### config.mk
export PLATFORM = sky130hd
export DESIGN_NAME = if_stage_flat
export DESIGN_NICKNAME = d
export VERILOG_FILES = /design/src/rtl/if_stage_pkg.sv /design/src/rtl/if_stage_if.sv /design/src/rtl/if_stage_sync_fifo.sv /design/src/rtl/if_stage.sv /design/src/flat_wrapper.sv
export SDC_FILE = /design/constraint.sdc
export NUM_CORES = 1
export LEC_CHECK = 0
export ABC_AREA = 1
export ABC_CLOCK_PERIOD_IN_PS = 16950
export CORE_MARGIN = 2
export CORE_UTILIZATION = 45
export CTS_CLUSTER_DIAMETER = 40
export DETAILED_ROUTE_END_ITERATION = 12
export PLACE_DENSITY = 0.68
export SLEW_MARGIN = 10
export SYNTH_ARGS = -nofsm -noshare
export SYNTH_HDL_FRONTEND = slang
export SYNTH_SLANG_ARGS = --single-unit
### constraint.sdc
create_clock -name clk -period 16.95 [get_ports clk]
set_clock_uncertainty 0.2 [all_clocks]
set_input_delay 1.695 -clock clk [delete_from_list [all_inputs] [get_ports clk]]
set_output_delay 1.695 -clock clk [all_outputs]
set_load 0.01 [all_outputs]
### src/rtl/if_stage_pkg.sv
// Shared MIPS front-end definitions: PC source encodings, instruction field
// positions and fetch-stage constants.
package if_stage_pkg;

   typedef enum logic [2:0] {
      PC_NEXT = 3'd0,
      PC_JUMP = 3'd1,
      PC_JR   = 3'd2,
      PC_BEQ  = 3'd3
   } pc_src_e;

   localparam logic [4:0] GPR_RA           = 5'd31;
   localparam int         INST_J_INDEX_MSB = 25;
   localparam int         INST_IMM_MSB     = 15;

   localparam int FETCH_STEP       = 4;
   localparam int FETCH_REGION_LSB = 28;

   // Width able to hold 0..depth inclusive (FIFO count, outstanding, drop).
   function automatic int fetch_credit_w(input int depth);
      return $clog2(depth) + 1;
   endfunction

endpackage

### src/rtl/if_stage_if.sv
// Fetch-stage bus bundle: instruction memory handshake, decode hand-off and
// redirect request. master = fetch stage, slave = memory/decode side.
interface if_stage_if #(
   parameter int ADDR_WIDTH = 32,
   parameter int INST_WIDTH = 32
);
   logic                  inst_ren;
   logic [ADDR_WIDTH-1:0] inst_addr;
   logic                  inst_ack;
   logic                  inst_rvalid;
   logic [INST_WIDTH-1:0] inst_data;

   logic                  id_valid;
   logic [INST_WIDTH-1:0] id_inst;
   logic [ADDR_WIDTH-1:0] id_pc;
   logic                  id_ready;

   logic                  redir_en;
   logic [2:0]            redir_src;
   logic [ADDR_WIDTH-1:0] redir_pc;
   logic [INST_WIDTH-1:0] redir_inst;
   logic [ADDR_WIDTH-1:0] redir_rs;
   logic                  redir_taken;

   modport master (
      output inst_ren, inst_addr, id_valid, id_inst, id_pc,
      input  inst_ack, inst_rvalid, inst_data, id_ready,
      input  redir_en, redir_src, redir_pc, redir_inst, redir_rs, redir_taken
   );

   modport slave (
      input  inst_ren, inst_addr, id_valid, id_inst, id_pc,
      output inst_ack, inst_rvalid, inst_data, id_ready,
      output redir_en, redir_src, redir_pc, redir_inst, redir_rs, redir_taken
   );
endinterface

### src/rtl/if_stage_sync_fifo.sv
// Small synchronous FIFO with flush; head is read straight from the register
// array so it is valid the cycle after the push.
module sync_fifo #(
   parameter int WIDTH = 8,
   parameter int DEPTH = 4
) (
   input  logic                   clk,
   input  logic                   rst_ni,
   input  logic                   push_i,
   input  logic                   pop_i,
   input  logic                   flush_i,
   input  logic [WIDTH-1:0]       wdata_i,
   output logic [WIDTH-1:0]       rdata_o,
   output logic                   full_o,
   output logic                   empty_o,
   output logic [$clog2(DEPTH):0] count_o
);
   localparam int PW = $clog2(DEPTH);

   logic [WIDTH-1:0] mem_q [DEPTH];
   logic [PW-1:0]    wr_q, wr_d, rd_q, rd_d;
   logic [PW:0]      cnt_q, cnt_d;
   logic             do_push, do_pop;

   assign empty_o = (cnt_q == '0);
   assign full_o  = (cnt_q == (PW+1)'(DEPTH));
   assign count_o = cnt_q;
   assign rdata_o = mem_q[rd_q];

   // A pop frees the slot, so push into a full FIFO is fine when paired with a pop.
   assign do_push = push_i & ~flush_i & (~full_o | pop_i);
   assign do_pop  = pop_i & ~flush_i & ~empty_o;

   always_comb begin
      wr_d  = wr_q + PW'(do_push);
      rd_d  = rd_q + PW'(do_pop);
      cnt_d = cnt_q + (PW+1)'(do_push) - (PW+1)'(do_pop);
      if (flush_i) begin
         wr_d  = '0;
         rd_d  = '0;
         cnt_d = '0;
      end
   end

   always_ff @(posedge clk) begin
      if (!rst_ni) begin
         wr_q  <= '0;
         rd_q  <= '0;
         cnt_q <= '0;
      end else begin
         wr_q  <= wr_d;
         rd_q  <= rd_d;
         cnt_q <= cnt_d;
      end
   end

   always_ff @(posedge clk) begin
      if (do_push) mem_q[wr_q] <= wdata_i;
   end

   a_no_overflow: assert property (@(posedge clk) disable iff (!rst_ni)
      !(push_i && full_o && !pop_i && !flush_i));

endmodule

### src/rtl/if_stage.sv
// Instruction-fetch stage: owns the PC, issues credit-limited memory requests,
// buffers {instruction, PC} for decode and handles redirects from decode.
module if_stage
   import if_stage_pkg::*;
#(
   parameter int                    ADDR_WIDTH   = 32,
   parameter int                    INST_WIDTH   = 32,
   parameter int                    BUF_DEPTH    = 4,
   parameter logic [ADDR_WIDTH-1:0] RESET_VECTOR = '0
) (
   input  logic        clk,
   input  logic        cpu_rst_n,
   input  logic        cpu_en,
   if_stage_if.master  bus
);
   localparam int CW = fetch_credit_w(BUF_DEPTH);

   logic [ADDR_WIDTH-1:0] pc_q, pc_d;
   logic [CW-1:0]         out_q, out_d, drop_q, drop_d;
   logic [CW-1:0]         buf_count, aq_count;
   logic [CW:0]           credit_used;
   logic                  buf_empty, buf_full, aq_empty, aq_full;
   logic                  inst_ren_w, id_valid_w, req_fire, resp_keep;
   logic                  redir_take, redir_eff;
   logic [ADDR_WIDTH-1:0] resp_pc, pc_plus4, br_offset, redir_target;
   logic                  unused_bits;

   // Credits cover both buffered entries and requests still in flight.
   assign credit_used = {1'b0, buf_count} + {1'b0, out_q};
   assign inst_ren_w  = cpu_rst_n & cpu_en & ~bus.redir_en & (credit_used < (CW+1)'(BUF_DEPTH));
   assign req_fire    = inst_ren_w & bus.inst_ack;
   assign resp_keep   = bus.inst_rvalid & (drop_q == '0);
   assign id_valid_w  = cpu_en & ~buf_empty;

   assign bus.inst_ren  = inst_ren_w;
   assign bus.inst_addr = pc_q;
   assign bus.id_valid  = id_valid_w;

   assign pc_plus4  = bus.redir_pc + ADDR_WIDTH'(FETCH_STEP);
   assign br_offset = {{(ADDR_WIDTH-18){bus.redir_inst[INST_IMM_MSB]}},
                       bus.redir_inst[INST_IMM_MSB:0], 2'b00};

   always_comb begin
      redir_take   = 1'b0;
      redir_target = bus.redir_rs;
      case (pc_src_e'(bus.redir_src))
         PC_JUMP: begin
            redir_take   = 1'b1;
            redir_target = {pc_plus4[ADDR_WIDTH-1:FETCH_REGION_LSB],
                            bus.redir_inst[INST_J_INDEX_MSB:0], 2'b00};
         end
         PC_JR: begin
            redir_take   = 1'b1;
            redir_target = bus.redir_rs;
         end
         PC_BEQ: begin
            redir_take   = bus.redir_taken;
            redir_target = pc_plus4 + br_offset;
         end
         default: redir_take = 1'b0;
      endcase
   end

   assign redir_eff = cpu_en & bus.redir_en & redir_take;

   always_comb begin
      pc_d   = pc_q;
      out_d  = out_q + CW'(req_fire) - CW'(bus.inst_rvalid);
      drop_d = drop_q;
      if (bus.inst_rvalid && drop_q != '0) drop_d = drop_q - CW'(1);
      // Everything still in flight after this cycle belongs to the old path.
      if (redir_eff) begin
         pc_d   = redir_target;
         drop_d = out_q - CW'(bus.inst_rvalid);
      end else if (req_fire) begin
         pc_d = pc_q + ADDR_WIDTH'(FETCH_STEP);
      end
   end

   always_ff @(posedge clk) begin
      if (!cpu_rst_n) begin
         pc_q   <= RESET_VECTOR;
         out_q  <= '0;
         drop_q <= '0;
      end else begin
         pc_q   <= pc_d;
         out_q  <= out_d;
         drop_q <= drop_d;
      end
   end

   sync_fifo #(.WIDTH(ADDR_WIDTH), .DEPTH(BUF_DEPTH)) u_addr_q (
      .clk     (clk),
      .rst_ni  (cpu_rst_n),
      .push_i  (req_fire),
      .pop_i   (resp_keep),
      .flush_i (redir_eff),
      .wdata_i (pc_q),
      .rdata_o (resp_pc),
      .full_o  (aq_full),
      .empty_o (aq_empty),
      .count_o (aq_count)
   );

   sync_fifo #(.WIDTH(INST_WIDTH + ADDR_WIDTH), .DEPTH(BUF_DEPTH)) u_inst_buf (
      .clk     (clk),
      .rst_ni  (cpu_rst_n),
      .push_i  (resp_keep & ~redir_eff),
      .pop_i   (id_valid_w & bus.id_ready),
      .flush_i (redir_eff),
      .wdata_i ({bus.inst_data, resp_pc}),
      .rdata_o ({bus.id_inst, bus.id_pc}),
      .full_o  (buf_full),
      .empty_o (buf_empty),
      .count_o (buf_count)
   );

   assign unused_bits = ^{aq_full, aq_empty, aq_count, buf_full,
                          bus.redir_inst[INST_WIDTH-1:INST_J_INDEX_MSB+1]};

endmodule

### src/flat_wrapper.sv
// flat-port wrapper written by rule: the top's interface ports become plain ports
module if_stage_flat import if_stage_pkg::*;
#(
   parameter int                    ADDR_WIDTH   = 32,
   parameter int                    INST_WIDTH   = 32,
   parameter int                    BUF_DEPTH    = 4,
   parameter logic [ADDR_WIDTH-1:0] RESET_VECTOR = '0
)
  (clk, cpu_rst_n, cpu_en, bus_inst_ren, bus_inst_addr, bus_id_valid, bus_id_inst, bus_id_pc, bus_inst_ack, bus_inst_rvalid, bus_inst_data, bus_id_ready, bus_redir_en, bus_redir_src, bus_redir_pc, bus_redir_inst, bus_redir_rs, bus_redir_taken);
  if_stage_if #(.ADDR_WIDTH(ADDR_WIDTH), .INST_WIDTH(INST_WIDTH)) bus_i ();
  input  logic clk;
  input  logic cpu_rst_n;
  input  logic cpu_en;
  output wire logic [$bits(bus_i.inst_ren)-1:0] bus_inst_ren;
  output wire logic [$bits(bus_i.inst_addr)-1:0] bus_inst_addr;
  output wire logic [$bits(bus_i.id_valid)-1:0] bus_id_valid;
  output wire logic [$bits(bus_i.id_inst)-1:0] bus_id_inst;
  output wire logic [$bits(bus_i.id_pc)-1:0] bus_id_pc;
  input wire logic [$bits(bus_i.inst_ack)-1:0] bus_inst_ack;
  input wire logic [$bits(bus_i.inst_rvalid)-1:0] bus_inst_rvalid;
  input wire logic [$bits(bus_i.inst_data)-1:0] bus_inst_data;
  input wire logic [$bits(bus_i.id_ready)-1:0] bus_id_ready;
  input wire logic [$bits(bus_i.redir_en)-1:0] bus_redir_en;
  input wire logic [$bits(bus_i.redir_src)-1:0] bus_redir_src;
  input wire logic [$bits(bus_i.redir_pc)-1:0] bus_redir_pc;
  input wire logic [$bits(bus_i.redir_inst)-1:0] bus_redir_inst;
  input wire logic [$bits(bus_i.redir_rs)-1:0] bus_redir_rs;
  input wire logic [$bits(bus_i.redir_taken)-1:0] bus_redir_taken;
  assign bus_inst_ren = bus_i.inst_ren;
  assign bus_inst_addr = bus_i.inst_addr;
  assign bus_id_valid = bus_i.id_valid;
  assign bus_id_inst = bus_i.id_inst;
  assign bus_id_pc = bus_i.id_pc;
  assign bus_i.inst_ack = bus_inst_ack;
  assign bus_i.inst_rvalid = bus_inst_rvalid;
  assign bus_i.inst_data = bus_inst_data;
  assign bus_i.id_ready = bus_id_ready;
  assign bus_i.redir_en = bus_redir_en;
  assign bus_i.redir_src = bus_redir_src;
  assign bus_i.redir_pc = bus_redir_pc;
  assign bus_i.redir_inst = bus_redir_inst;
  assign bus_i.redir_rs = bus_redir_rs;
  assign bus_i.redir_taken = bus_redir_taken;
  if_stage #(.ADDR_WIDTH(ADDR_WIDTH), .INST_WIDTH(INST_WIDTH), .BUF_DEPTH(BUF_DEPTH), .RESET_VECTOR(RESET_VECTOR)) u_core (.clk(clk), .cpu_rst_n(cpu_rst_n), .cpu_en(cpu_en), .bus(bus_i));
endmodule
==> results of run 1 <==
## through the flow
step | utilization | instances
2_1_floorplan | - | 1976
3_3_place_gp | 0.518 | 2740
3_5_place_dp | 0.518 | 2740
4_1_cts | 0.551 | 2824
5_1_grt | 0.551 | 2824
6_report | 0.551 | 2824
## final cells by class
| class | count | area [µm²] | area share |
|---|---|---|---|
| clock buffers | 55 | 1190 | 0.0479 |
| clock inverters | 29 | 329 | 0.0132 |
| inverters | 152 | 574 | 0.0230 |
| multi-input cells | 1305 | 7060 | 0.283 |
| flip-flops and latches | 436 | 12600 | 0.505 |
| well taps | 600 | 751 | 0.0301 |
| repair buffers | 247 | 2430 | 0.0975 |
## sequential cells by signal, indices dropped and copies added, names as in the netlist
name / flops
u_core.bus.inst_addr: 32
u_core.drop_q: 3
u_core.out_q: 3
u_core.u_addr_q.count_o: 3
u_core.u_addr_q.mem_q: 128
u_core.u_addr_q.rd_q: 2
u_core.u_addr_q.wr_q: 2
u_core.u_inst_buf.count_o: 3
u_core.u_inst_buf.mem_q: 256
u_core.u_inst_buf.rd_q: 2
u_core.u_inst_buf.wr_q: 2
## placed cells by master (no fill, tap or decap), types with 25 or more instances in the layout
cell type / count
edfxtp_1: 384
clkdlybuf4s50_1: 230
nand4_1: 25
o21ai_0: 234
clkbuf_16: 45
ha_1: 52
dfxtp_1: 50
inv_1: 142
a21oi_1: 68
nor2_1: 303
nand2_1: 243
xor2_1: 30
nand3_1: 71
o22ai_1: 99
## worst register-to-register path: cells and delay by family, from the launching register on
| kind | cells | cell delay [ns] |
|---|---|---|
| simple gates | 4 | 1.06 |
| fa+ha+maj | 4 | 1.02 |
| buf+inv | 3 | 0.16 |
| compound gates | 2 | 0.38 |
| flops | 1 | 0.40 |
## synth_stat cells, types with 3 or more instances
cell      count
a21o_1        7
a21oi_1      68
a21oi_2       3
a221oi_1     17
a22oi_1       6
a31oi_1       8
buf_1         4
buf_2         6
clkbuf_1     70
dfxtp_1      52
edfxtp_1    384
fa_1          4
ha_1         52
inv_1       143
inv_2         6
nand2_1     243
nand2_2       7
nand3_1      71
nand3_2       3
nand3b_1      6
nand4_1      25
nor2_1      307
nor2_2        4
nor2_4        4
nor3_1       20
nor3_2        4
nor4_1        3
o211ai_1      6
o21ai_0     234
o21ai_1       4
o21bai_1      9
o221ai_1      4
o22ai_1      99
or2_1         3
or2_2        14
xnor2_1      21
xor2_1       30
## power groups by stage
stage	registers, mW	logic (mW)	clock network, mW
4_1_cts	1.35	0.654	1.01
3_5_place_dp	1.37	0.652	0
2_1_floorplan	1.37	0.355	0
3_3_place_gp	1.37	0.638	0
5_1_grt	1.36	0.716	1.05
6_report	1.35	0.649	0.991
## cell families after synthesis
group | Yosys count | synth area share
adders and majority gates | 56 | 0.0356
buffers and inverters | 235 | 0.0444
xor gates and xnor gates | 51 | 0.0218
DFF | 436 | 0.613
AOI/OAI and AO/OA | 472 | 0.131
and+or+nand+nor | 726 | 0.154
## layer usage
layer  routed length (µm)  GRT usage  vias to the layer above
li1                     -          -                     7441
met1                22100      0.277                     7275
met2                24800      0.369                      461
met3                 3290     0.0364                       76
met4                 1260     0.0626                        0
met5                    0          0                        -
## worst paths after layout
kind	startpoint	end	slack [ns]	cells after the start
worst max-delay path	cpu_rst_n	bus_inst_ren	11.48	7
worst min-delay path	u_core.bus.inst_addr[1]	u_core.u_addr_q.mem_q[0][1]	0.34	0
worst max register to register	u_core.u_inst_buf.count_o[2]	u_core.u_addr_q.count_o[2]	13.66	13
worst min register to register	u_core.bus.inst_addr[1]	u_core.u_addr_q.mem_q[0][1]	0.34	0
==> run metrics, run 1 <==
post-synthesis sequential area ratio 0.613; Antenna Cells 0; Internal Pwr Total approximately 2.1 mW; starting density of the core 0.454; layout cells sized above 1 0.0688; Leak roughly 9.0 nW; post-synth cell types 54; Critical Path AT 3.58 ns; Synth area leaders edfxtp_1 (56%), o21ai_0 (5.7%), nor2_1 (5.6%); DRC viols 0; CP Capture Type output pin; routed wire length around 50,000 µm; FFs w/ async S/R, synth 0; Max-cap violations 0; delay-heaviest family, CP buffers and inverters; Post-DP Area ~23,000 µm²; Req. time, crit path about 15 ns; clock slew at the register clock pins of the worst setup and hold paths roughly 0.06 ns; Worst Path Max Fanout 36; syn nets 2,171; Core Rows 78; unrepaired setup endpoints after global routing no; Sw Pwr 0.843 mW; GRT overflow 0; Hold Buf Count CTS 0; port buffer count 230; I/O pins 237; design area 24,900 µm²; hold slack about 0.34 ns; CTS tree yes; min Tclk post-route ~5.5 ns; Mapped Cells 1,976; # setup viols final 0; gpl congestion 0.880; final setup margin 11.48 ns; buffers plus inverters on the worst setup path 4; FF+latch count, synth around 440; nets 2,382; number of flops mapped to enable cells by yosys roughly 380; TritonCTS Buffers 45; Die Ht approximately 220 µm; cell taking the most area after synthesis edfxtp_1; share of power burned in registers 0.452; Yosys Warn Count 0; Hold Crit Class reg2reg; Rel. slew slack 0.298; critical path cell sequence clkdlybuf4s50_1 -> buf_4 -> inv_4 -> nor2_4 -> nand2_2 -> nor4_4 -> clkdlybuf4s50_1; worst-case clock buffer depth 3; Die Width ~220 µm; post_cts resized 0; period utilization 0.323; vias roughly 15,000; wire per inst between 15 and 20 µm; # clock sinks ~440; DRT iter0 DRCs approximately 1,100; Tightest Pin Transition 1.05 ns; Setup CP Type in2out; initial antenna violation count 0; CTS root buffer clkbuf_16; htree depth 2; largest net degree at the start of global routing between 100 and 150; startpoint types primary input; Slew Limit Fails 0; top_reg_cell synth edfxtp_1; CP dominant cell by count clkdlybuf4s50_1; Post CTS Setup Buffer Count 0; fill cell count approximately 3,900; clock network power share 0.331; worst vdd ir 0.0000785 V; Net Sw Frac 0.282; core area 45,200 µm²; Die ar. roughly 47,000 µm²; Detailed Routing Iterations Pass 1 6; vias per std cell 5.40; vias in the first global route around 15,000; GRT Total Usage 0.214; first-pass GRT wire length 79,500 µm; status finished, final reports clean; Antenna Nets Post-Route 0; slowest CP cell clkdlybuf4s50_1; setup slack after placement between 10 and 15 ns; Avg Synthesized Cell Area ~10 µm²; Fmax roughly 180 MHz; final hold vios 0; latest clock arrival within the worst-skew pair 0.56 ns; Post-DP HPWL approximately 35,000 µm; combinational share of power 0.217; PD cells around 120 nW/µm²; Post-Syn Area just over 20,000 µm²; Area Overhead vs Synth 21.5%; Tot Pwr ~3.0 mW; final setup TNS 0 ns; largest stage delay on the critical path about 0.60 ns; top cell type's share of synthesized area 0.562
(Power assumes the default switching activity.)
==> run 2, diff against run 1 <==
ABC_CLOCK_PERIOD_IN_PS = 5700   (was 16950)
clock period = 5.7 ns   (was 16.95 ns; I/O delays follow)
==> run metrics, run 2 (same netlist as run 1, synthesis figures left out) <==
PD cells 353 nW/µm² (was 120 nW/µm²); Worst Path Max Fanout 71 (was 36); GRT met1 Usage 0.280 (was 0.277); routed wire length 51,900 µm (was 51,500 µm); post_cts resized 0 (unchanged); Setup CP Type reg2out (was in2out); Die Width 218 µm (unchanged); latest clock arrival within the worst-skew pair 0.55 ns (was 0.56 ns); GRT overflow 0 (unchanged); layout cells sized above 1 0.0681 (was 0.0688); min Tclk post-route 4.05 ns; DRC viols 0 (unchanged); GR Util met3 0.0331 (was 0.0364); Post-DP HPWL 35,300 µm (was 34,500 µm); nets 2,382 (unchanged); Antenna Cells 0 (unchanged); Core Rows 78 (unchanged); Tightest Pin Transition 1.02 ns (was 1.05 ns); GRT Total Usage 0.214 (about the same); Slew Limit Fails 0 (unchanged); Die Ht 218 µm (unchanged); status finished, final reports clean (unchanged); worst-case clock buffer depth 3 (unchanged); Detailed Routing Iterations Pass 1 5 (was 6); CTS root buffer clkbuf_16 (unchanged); vias 15,200 (was 15,300); Max-cap violations 0 (unchanged); Hold Crit Class reg2reg (unchanged); # clock sinks 436 (unchanged); Hold Buf Count CTS 0 (unchanged); # setup viols final 0 (unchanged); worst vdd ir 0.000230 V (was 0.0000785 V); wire per inst 18.4 µm (was 18.2 µm); Leak 8.96 nW (was 9.01 nW); starting density of the core 0.454 (unchanged); htree depth 2 (unchanged); worst r2r path cells 13 (unchanged); Critical Path AT 3.28 ns (was 3.58 ns); I/O pins 237 (unchanged); Post CTS Setup Buffer Count 0 (unchanged); slowest CP cell dfxtp_4 (was clkdlybuf4s50_1); DRT iter0 DRCs 1,036 (was 1,116); critical path cell sequence clkinv_2 -> buf_4 -> o21ai_0 -> o22ai_1 -> clkdlybuf4s50_1 (was clkdlybuf4s50_1 -> buf_4 -> inv_4 -> nor2_4 -> nand2_2 -> nor4_4 -> clkdlybuf4s50_1); clock slew at the register clock pins of the worst setup and hold paths 0.06 ns (about the same); design area 24,800 µm² (was 24,900 µm²); Biggest register u_core.u_inst_buf.mem_q (unchanged); CP Capture Type output pin (unchanged); CTS tree yes (unchanged); flop2flop setup slack 2.41 ns (was 13.66 ns); Rel. slew slack 0.322 (was 0.298); port buffer count 230 (unchanged); unrepaired setup endpoints after global routing no (unchanged); commonest non-fill, non-tap cells in the layout edfxtp_1 (384), nor2_1 (303), nand2_1 (243), o21ai_0 (234), clkdlybuf4s50_1 (230) (unchanged); vias in the first global route 14,700 (was 14,900); Post-DP Area 23,400 µm² (about the same); M2 GR Usage 0.368 (was 0.369); most common cell after layout, fill and taps aside edfxtp_1 (unchanged); Req. time, crit path 4.93 ns (was 15.05 ns); final setup margin 1.65 ns (was 11.48 ns); Area Overhead vs Synth 21.0% (was 21.5%); max reg flops 256 (unchanged); busiest grt layer met2 (unchanged); core area 45,200 µm² (unchanged); final hold vios 0 (unchanged); gpl congestion 0.900 (was 0.880); Antenna Nets Post-Route 0 (unchanged); first-pass GRT wire length 79,300 µm (was 79,500 µm); Die ar. 47,300 µm² (unchanged); largest stage delay on the critical path 0.82 ns (was 0.60 ns); largest net degree at the start of global routing 72 (was 105); setup slack after placement 1.27 ns (was 11.26 ns); Fmax roughly 250 MHz; TritonCTS Buffers 43 (was 45); initial antenna violation count 0 (unchanged); startpoint types flip-flop (was primary input); Worst Hold Depth 1 (was 0); vias per std cell 5.41 (was 5.40); period utilization 0.710
[run 2: cell type report]
class | instances | area (µm²)
flip-flops and latches | 436 | 12600
inverters | 152 | 574
fillers | 3810 | 20400
multi-input cells | 1305 | 7060
well taps | 600 | 751
clock buffers | 49 | 1130
clock inverters | 27 | 284
repair buffers | 249 | 2440
[run 2: path summary, 6_finish.rpt]
kind | endpoint | start
max reg2reg | u_core.u_addr_q.count_o[2] | u_core.u_inst_buf.count_o[2]
min | u_core.out_q[2] | u_core.out_q[1]
min reg2reg | u_core.out_q[2] | u_core.out_q[1]
max | bus_id_inst[8] | u_core.u_inst_buf.rd_q[0]
[run 2: through the flow]
stage | setup TNS (ns) | power [mW] | utilization | instances | hold slack [ns]
3_5_place_dp | 0 | 6.03 | 0.518 | 2742 | 0.324
3_3_place_gp | 0 | 5.97 | 0.518 | 2742 | 0.310
5_1_grt | 0 | 9.15 | 0.549 | 2818 | 0.368
4_1_cts | 0 | 8.83 | 0.549 | 2818 | 0.341
6_report | 0 | 8.76 | 0.549 | 2818 | 0.337
2_1_floorplan | -189.59 | 5.13 | - | 1976 | 0.281
[run 2: metal layers]
layer / share of wire / vias up
met5: 0 / -
met1: 0.44 / 7279
met2: 0.48 / 459
met4: 0.026 / 0
met3: 0.054 / 67
li1: - / 7439
[run 2: critical path: cells and delay by family, from the launching register on]
kind	cells	cell delay, ns
flip-flops	1	0.82
buffers and inverters	3	1.45
AO/OA/AOI/OAI	2	0.39
[run 2: where the power goes]
part	switching (mW)	internal (mW)	leakage, nW
clock	1.18	1.62	0.690
sequential	0.170	3.87	3.94
combinational	1.11	0.807	4.33
total	2.46	6.30	8.96
==> run 3, diff against run 2 <==
ABC_CLOCK_PERIOD_IN_PS = 3700   (was 5700)
PLACE_DENSITY = 0.71   (was 0.68)
clock period = 3.7 ns   (was 5.7 ns; I/O delays follow)
==> run metrics, run 3 (same netlist as run 1, synthesis figures left out) <==
startpoint types primary input (was flip-flop); gpl congestion 0.898 (was 0.900); Setup CP Type in2reg (was reg2out); Req. time, crit path 3.98 ns (was 4.93 ns); CTS tree yes (unchanged); Biggest register u_core.u_inst_buf.mem_q (unchanged); DRT iter0 DRCs 1,198 (was 1,036); CP Capture Type flip-flop (was output pin); TritonCTS Buffers 43 (unchanged); Core Rows 78 (unchanged); nets 2,479 (was 2,382); Tightest Pin Transition 1.06 ns (was 1.02 ns); multi-input logic area 7090 µm² (was 7060 µm²); fill cell count 3,746 (was 3,810); worst-case clock buffer depth 3 (unchanged); # clock sinks 436 (unchanged); final setup TNS 0 ns (unchanged); GR Util met3 0.0252 (was 0.0331); I/O pins 237 (unchanged); Rel. slew slack 0.290 (was 0.322); Antenna Nets Post-Route 0 (unchanged); htree depth 2 (unchanged); Die ar. 47,300 µm² (unchanged); min Tclk post-route 3.28 ns; Critical Path AT 3.56 ns (was 3.28 ns); routed wire length 52,900 µm (was 51,900 µm); Antenna Cells 0 (unchanged); largest net degree at the start of global routing 93 (was 72); Die Ht 218 µm (unchanged); max reg flops 256 (unchanged); Slew Limit Fails 0 (unchanged); wire per inst 18.2 µm (was 18.4 µm); first-pass GRT wire length 81,500 µm (was 79,300 µm); most common cell after layout, fill and taps aside edfxtp_1 (unchanged); Post-DP HPWL 37,300 µm (was 35,300 µm); Area Overhead vs Synth 25.3% (was 21.0%); post_cts resized 0 (unchanged); Hold Crit Class in2reg (was reg2reg); initial antenna violation count 0 (unchanged); period utilization 0.887; vias 15,700 (was 15,200); latest clock arrival within the worst-skew pair 0.54 ns (was 0.55 ns); PD cells 530 nW/µm² (was 353 nW/µm²); GRT met1 Usage 0.284 (was 0.280); register area 12,600 µm² (unchanged); Detailed Routing Iterations Pass 1 6 (was 5); port buffer count 230 (unchanged); worst vdd ir 0.000396 V (was 0.000230 V); Worst Path Max Fanout 5 (was 71); setup slack after placement -0.105 ns (was 1.27 ns); M2 GR Usage 0.387 (was 0.368); status finished, final reports clean (unchanged); # setup viols final 0 (unchanged); commonest non-fill, non-tap cells in the layout edfxtp_1 (384), nor2_1 (303), nand2_1 (243), o21ai_0 (234), clkdlybuf4s50_1 (230) (unchanged); unrepaired setup endpoints after global routing no (unchanged); vias per std cell 5.39 (was 5.41); core area 45,200 µm² (unchanged); layout cells sized above 1 0.104 (was 0.0681); Leak 9.48 nW (was 8.96 nW); GRT overflow 0 (unchanged); vias in the first global route 15,300 (was 14,700); final setup margin 0.416 ns (was 1.65 ns); Fmax about 300 MHz; DRC viols 0 (unchanged); Hold Buf Count CTS 0 (unchanged); Max-cap violations 0 (unchanged); CTS root buffer clkbuf_16 (unchanged); busiest grt layer met2 (unchanged); Post CTS Setup Buffer Count 0 (unchanged); starting density of the core 0.454 (unchanged); GRT Total Usage 0.219 (was 0.214); Die Width 218 µm (unchanged); clock slew at the register clock pins of the worst setup and hold paths 0.06 ns (about the same); final hold vios 0 (unchanged)
## run 3: report_power, final
part           total (mW)  internal, mW  switching (mW)  leakage (nW)
combinational        3.17          1.37            1.80          4.86
sequential           6.18          5.95           0.230          3.94
clock                4.28          2.54            1.73         0.676
## run 3: path summary, 6_finish.rpt
path / from / endpoint / slack (ns) / cells after the start
setup reg to reg: u_core.out_q[2] / u_core.u_addr_q.count_o[2] / 0.59 / 13
hold reg to reg: u_core.out_q[1] / u_core.out_q[2] / 0.34 / 1
setup / recovery: bus_redir_pc[2] / u_core.bus.inst_addr[30] / 0.42 / 21
hold / removal: bus_inst_data[1] / u_core.u_inst_buf.mem_q[1][33] / 0.27 / 1
## run 3: routing by layer
metal	share of wire	routed length, µm	vias up
met4	0.024	1290	0
met5	0	0	-
met2	0.50	26200	515
met3	0.051	2680	70
met1	0.43	22700	7502
li1	-	-	7622
## run 3: layout make-up
type,instances,area share
Tap cell,600,0.0292
Inverter,152,0.0223
Clock inverter,21,0.00861
Clock buffer,54,0.0459
Timing Repair Buffer,346,0.129
Sequential cell,436,0.489
Multi-Input combinational cell,1305,0.276
## run 3: worst max-delay path: stages
cell             delay, ns
clkdlybuf4s50_1       0.53
inv_1                 0.10
nor2_4                0.14
nand2_4               0.07
nor4_4                0.31
nand2_2               0.11
buf_4                 0.15
xor2_1                0.13
inv_1                 0.06
ha_1                  0.35
a21oi_1               0.26
o21ai_0               0.17
a21oi_1               0.20
nor2_1                0.08
nor2_1                0.13
nand2_1               0.06
nand2_1               0.05
nand3_1               0.06
nand2_1               0.09
nand2_1               0.06
nor2_1                0.07
## run 3: per-stage QoR
stage / std cells / hold WS [ns] / cell area, µm² / utilization / power (mW)
floorplan: 1976 / 0.269 / 20500 / - / 7.88
global placement: 2839 / 0.306 / 24300 / 0.538 / 9.36
detailed placement: 2839 / 0.334 / 24300 / 0.538 / 9.46
CTS: 2914 / 0.238 / 25700 / 0.569 / 13.7
global route: 2914 / 0.260 / 25700 / 0.569 / 14.2
finish: 2914 / 0.268 / 25700 / 0.569 / 13.6
